==> config.mk <==
export PLATFORM = sky130hd
export DESIGN_NAME = adder_share_arbiter_flat
export DESIGN_NICKNAME = d
export VERILOG_FILES = /design/src/rtl/adder_share_arbiter_if.sv /design/src/rtl/adder_share_arbiter.sv /design/src/flat_wrapper.sv
export SDC_FILE = /design/constraint.sdc
export NUM_CORES = 1
export LEC_CHECK = 0
export BUFFER_PORTS_ARGS = -buffer_cell sky130_fd_sc_hd__buf_2
export CORE_MARGIN = 5
export CORE_UTILIZATION = 43
export CTS_CLUSTER_SIZE = 40
export DETAILED_ROUTE_END_ITERATION = 10
export PLACE_DENSITY = 0.81
export SLEW_MARGIN = 20
export SYNTH_ARGS = -nofsm -noshare
export SYNTH_HDL_FRONTEND = slang
export SYNTH_SLANG_ARGS = --single-unit
==> constraint.sdc <==
create_clock -name clk -period 2.45 [get_ports clk]
set_clock_uncertainty 0.1 [all_clocks]
set_input_delay 0.49 -clock clk [delete_from_list [all_inputs] [get_ports clk]]
set_output_delay 0.49 -clock clk [all_outputs]
set_load 0.05 [all_outputs]
==> src/rtl/adder_share_arbiter_if.sv <==
// Requester-side bundle of the shared-adder arbiter: request handshake plus response pulse.
// The master modport is the requester side; the slave modport is the arbiter.
interface adder_share_arbiter_if #(
    parameter int NREQ  = 4,
    parameter int WIDTH = 16,
    parameter int IDW   = 2
);
    logic [NREQ-1:0]       req_valid;
    logic [NREQ*WIDTH-1:0] req_a;
    logic [NREQ*WIDTH-1:0] req_b;
    logic [NREQ-1:0]       req_cin;
    logic [NREQ-1:0]       req_ready;
    logic                  rsp_valid;
    logic [IDW-1:0]        rsp_id;
    logic [WIDTH-1:0]      rsp_sum;

    modport master (
        output req_valid, req_a, req_b, req_cin,
        input  req_ready, rsp_valid, rsp_id, rsp_sum
    );

    modport slave (
        input  req_valid, req_a, req_b, req_cin,
        output req_ready, rsp_valid, rsp_id, rsp_sum
    );
endinterface

==> src/rtl/adder_share_arbiter.sv <==
// Round-robin arbiter time-sharing one external combinational adder among NREQ requesters.
// Two register stages: operand capture toward the adder, then sum capture into the response.
module adder_share_arbiter #(
    parameter int NREQ  = 4,
    parameter int WIDTH = 16,
    parameter int IDW   = 2
) (
    input  logic                    clk,
    input  logic                    rst_n,
    input  logic                    en,
    adder_share_arbiter_if.slave    bus,
    output logic [WIDTH-1:0]        add_a,
    output logic [WIDTH-1:0]        add_b,
    output logic                    add_cin,
    input  logic [WIDTH-1:0]        add_s
);

    logic [IDW-1:0] last_grant;
    logic [IDW-1:0] grant_idx;
    logic [IDW-1:0] sel;
    logic           grant_any;
    logic           transfer;
    logic           op_valid;
    logic [IDW-1:0] op_id;

    // The nearest valid requester after last_grant wins; later hits are ignored.
    always_comb begin
        // NOTE: every always_comb output gets a default first so no path leaves it unassigned (no latch).
        grant_idx = '0;
        grant_any = 1'b0;
        sel       = '0;
        for (int k = 1; k <= NREQ; k++) begin
            sel = IDW'((int'(last_grant) + k) % NREQ);
            if (!grant_any && bus.req_valid[sel]) begin
                grant_any = 1'b1;
                grant_idx = sel;
            end
        end
    end

    assign transfer      = en && grant_any;
    assign bus.req_ready = transfer ? (NREQ'(1) << grant_idx) : '0;

    always_ff @(posedge clk or negedge rst_n) begin
        if (!rst_n) begin
            // NOTE: sequential state uses non-blocking assignments so every flop samples pre-edge values.
            add_a      <= '0;
            add_b      <= '0;
            add_cin    <= 1'b0;
            op_valid   <= 1'b0;
            op_id      <= '0;
            last_grant <= IDW'(NREQ - 1);
        end else begin
            op_valid <= transfer;
            if (transfer) begin
                add_a      <= bus.req_a[int'(grant_idx)*WIDTH +: WIDTH];
                add_b      <= bus.req_b[int'(grant_idx)*WIDTH +: WIDTH];
                add_cin    <= bus.req_cin[grant_idx];
                op_id      <= grant_idx;
                last_grant <= grant_idx;
            end
        end
    end

    // Response stage: sum and id only move when a real operation is in flight.
    always_ff @(posedge clk or negedge rst_n) begin
        if (!rst_n) begin
            bus.rsp_valid <= 1'b0;
            bus.rsp_id    <= '0;
            bus.rsp_sum   <= '0;
        end else begin
            bus.rsp_valid <= op_valid;
            if (op_valid) begin
                bus.rsp_sum <= add_s;
                bus.rsp_id  <= op_id;
            end
        end
    end

endmodule

==> src/flat_wrapper.sv <==
// flat-port wrapper written by rule: the top's interface ports become plain ports
module adder_share_arbiter_flat 
#(
    parameter int NREQ  = 4,
    parameter int WIDTH = 16,
    parameter int IDW   = 2
)
  (clk, rst_n, en, add_a, add_b, add_cin, add_s, bus_req_valid, bus_req_a, bus_req_b, bus_req_cin, bus_req_ready, bus_rsp_valid, bus_rsp_id, bus_rsp_sum);
  adder_share_arbiter_if #(.NREQ(NREQ), .WIDTH(WIDTH), .IDW(IDW)) bus_i ();
  input  logic clk;
  input  logic rst_n;
  input  logic en;
  output logic [WIDTH-1:0] add_a;
  output logic [WIDTH-1:0] add_b;
  output logic add_cin;
  input  logic [WIDTH-1:0] add_s;
  input wire logic [$bits(bus_i.req_valid)-1:0] bus_req_valid;
  input wire logic [$bits(bus_i.req_a)-1:0] bus_req_a;
  input wire logic [$bits(bus_i.req_b)-1:0] bus_req_b;
  input wire logic [$bits(bus_i.req_cin)-1:0] bus_req_cin;
  output wire logic [$bits(bus_i.req_ready)-1:0] bus_req_ready;
  output wire logic [$bits(bus_i.rsp_valid)-1:0] bus_rsp_valid;
  output wire logic [$bits(bus_i.rsp_id)-1:0] bus_rsp_id;
  output wire logic [$bits(bus_i.rsp_sum)-1:0] bus_rsp_sum;
  assign bus_i.req_valid = bus_req_valid;
  assign bus_i.req_a = bus_req_a;
  assign bus_i.req_b = bus_req_b;
  assign bus_i.req_cin = bus_req_cin;
  assign bus_req_ready = bus_i.req_ready;
  assign bus_rsp_valid = bus_i.rsp_valid;
  assign bus_rsp_id = bus_i.rsp_id;
  assign bus_rsp_sum = bus_i.rsp_sum;
  adder_share_arbiter #(.NREQ(NREQ), .WIDTH(WIDTH), .IDW(IDW)) u_core (.clk(clk), .rst_n(rst_n), .en(en), .bus(bus_i), .add_a(add_a), .add_b(add_b), .add_cin(add_cin), .add_s(add_s));
endmodule
==> metrics <==
status finished, final reports clean; Setup CP Type reg -> out; layout cell share with drive strength beyond 1 between 60 and 70%; Tot Pwr between 0.004 and 0.005 W; Final Hold Vio Count 0; RePlAce Congestion about 0.95; CTS clk-pin slew, worst paths around 70 ps; CTS tree built; Slew Limit Fails 0; EDFF count, synth 0; sequential fraction of the synthesis area 43.6%; fmax around 0.42 GHz; logic gate share of total power around 46%; Yosys top cell by area dfrtp_1; slowest stage delay, CP 560 ps; worst-skew pair later-pin latency approximately 320 ps; mapped cell area 0.00328 mm²; detailed-route via count 2929; clk root buf clkbuf_8; largest net degree at the start of global routing 36; synth warn 0; minimum clock period 2370 ps; CP Cell Sequence or2b_1 -> o21ai_2 -> a221o_1 -> nor2_1 -> buf_6; Die ar. roughly 0.0095 mm²; H-tree depth 3; vias in the first global route 3269; Final Cycle Share between 90% and 100%; GR Util All Layers 21.0%; layer carrying the most global-route usage met2; FFs w/ async S/R, synth between 90% and 100%; Starting Density between 40% and 50%; Port Buffer Count 210; drt via density between 5 and 6; worst-case hold slack approximately 74 ps; Syn Inst Count around 260; Critical Path Slowest Stage Cell dfstp_2; Post-DRT Antenna Nets 0; DIE WIDTH approximately 100 µm; total core area ~0.0073 mm²; Required @ worst endpoint 1860 ps; antenna violations before repair 0; num rows 31; Top Ports about 210; TritonCTS buffer count 9; Finish-stage setup viols 0; GRT overflow 0; Synth area leaders dfrtp_1, mux2i_1, o221ai_2, mux2_2, nand2_1; Worst-Margin Slew 760 ps; global-route wire length before repair about 16000 µm; crit path launch type flip-flop; leakage power 2.40 nW; power share of the sequential group between 30% and 40%; GR Util met1 about a quarter; Synth cell types 28; footprint of the multi-input gates approximately 0.0017 mm²; DR pass1 iterations 4; M3 GR Usage roughly 8.5%; mean area per synthesized cell approximately 13 µm²; Int Power 0.00236 W; Top FF cell, synth dfrtp_1; crit-path max FO 3; Ant. Diodes 0; GRT met2 Usage 35.7%; buffer and inverter count on the worst path 1; clock network power share between 20% and 30%; Routed wire per std cell 17.5 µm; endpoint class of the critical path output port; MaxCap Viol Count 0; Switch Pwr between 0.0015 and 0.002 W; Nets 622; DP Wirelength 7790 µm; # fillers 600; Synth top area share between 40% and 50%; DR DRC count 0; DIE HEIGHT slightly below 100 µm; FF+latch count, synth between 50 and 60; area grow syn2layout 41.0%; Inst Count DP between 500 and 600; register area ~0.0014 mm²; Net Count, Synth 410; Switching Fraction 43.3%; Slew Limit Headroom a little under 50%; CP arrival between 1500 and 2000 ps; Hold WC Path Type in -> async; Cell Pwr Density 900 mW/mm²; CTS sink count between 50 and 60; final wirelength 9980 µm; post-route insts no fill 571; Crit path max-delay family flip-flops; initial DRC count 70; CTS Buffer Depth 2; Peak VDD IR slightly above 0.0005 V
cell type report:
| cell class | instances | area share, % |
|---|---|---|
| tap | 99 | 2.68 |
| clock inverter | 7 | 2.06 |
| sequential | 57 | 30.9 |
| multi-input combinational | 176 | 35.7 |
| clock buffer | 9 | 2.68 |
| inverter | 2 | 0.162 |
| timing repair buffer | 221 | 25.8 |
cell families (layout without fill, tap and decap cells):
family                 Yosys count  after routing  share of synthesized area, %
AOI/OAI and AO/OA               42             42                          16.7
muxes                           84             84                          26.3
buffers and inverters           22            239                          6.83
and+or+nand+nor                 50             50                          6.56
DFF                             57             57                          43.6
cells in the final DEF, fill, tap and decap left out, types with 2 or more instances in the layout:
master and count:
nor2_1 5, dfstp_2 2, a21oi_1 3, mux2_2 18, clkbuf_8 9, dfrtp_1 55
buf_4 9, buf_2 206, nand2_1 37, or2b_1 2, o221ai_2 28, buf_12 3
bufinv_16 2, nor2_2 2, o221ai_1 5, mux2i_1 66, clkinvlp_4 4, buf_6 3
Yosys cell counts (2+ instances only):
cell	instances
buf_12	2
buf_6	8
buf_8	4
nand2_1	37
o221ai_1	5
dfstp_2	2
dfrtp_1	55
nor2_1	7
o221ai_2	28
a21oi_1	3
clkbuf_1	4
or2b_1	2
mux2_2	18
mux2i_1	66
worst paths after layout:
check | startpoint | slack [ps] | to | depth (start not counted)
worst min-delay path | rst_n | 70 | u_core.bus.rsp_sum[1] | 1
worst max register to register | u_core.last_grant[0] | 190 | u_core.add_b[1] | 7
worst min register to register | u_core.add_a[11] | 380 | u_core.add_a[11] | 2
max in group asynchronous | rst_n | 1510 | u_core.last_grant[1] | 2
worst max-delay path | u_core.last_grant[0] | 80 | bus_req_ready[2] | 5
min in group clk | add_s[4] | 290 | u_core.bus.rsp_sum[4] | 2
per-stage QoR:
step / TNS [ps] / util, % / worst slack [ps] / instance area, µm²
2_1_floorplan: -386 / - / -97.3 / 3280
3_3_place_gp: 0 / 59.4 / 60.4 / 4360
3_5_place_dp: 0 / 59.4 / 24.6 / 4360
4_1_cts: 0 / 62.8 / 9.76 / 4600
5_1_grt: -7.77 / 63.1 / -6.77 / 4620
6_report: 0 / 63.1 / 77.2 / 4620
flip-flops by register name, indices dropped and copies added, names as in the netlist:
register	flops
u_core.add_a	16
u_core.add_b	16
u_core.add_cin	1
u_core.bus.rsp_id	2
u_core.bus.rsp_sum	16
u_core.bus.rsp_valid	1
u_core.last_grant	2
u_core.op_id	2
u_core.op_valid	1
power groups by stage:
stage	combinational (W)	clock, W	sequential (W)
after detailed placement	0.00191	0	0.00129
after CTS	0.00194	0.000991	0.00128
final	0.00192	0.000963	0.00128
after global routing	0.00204	0.00104	0.00130
after floorplan	0.000809	0	0.00195
after global placement	0.00188	0	0.00128
routing by layer:
| layer | wire [µm] | vias to the layer above |
|---|---|---|
| li1 | - | 1384 |
| met1 | 3960 | 1395 |
| met2 | 4960 | 145 |
| met3 | 1010 | 5 |
| met4 | 40 | 0 |
| met5 | 0 | - |
what timing repair did:
| item | in CTS | in global routing |
|---|---|---|
| pin swaps | 1 | 0 |
| cloned | 0 | 0 |
| setup endpoints to repair | 4 | 4 |
| setup buffers | 2 | 0 |
| resized for setup | 6 | 6 |
| hold buffers | 0 | 0 |
Power figures use the tool's default switching activity.
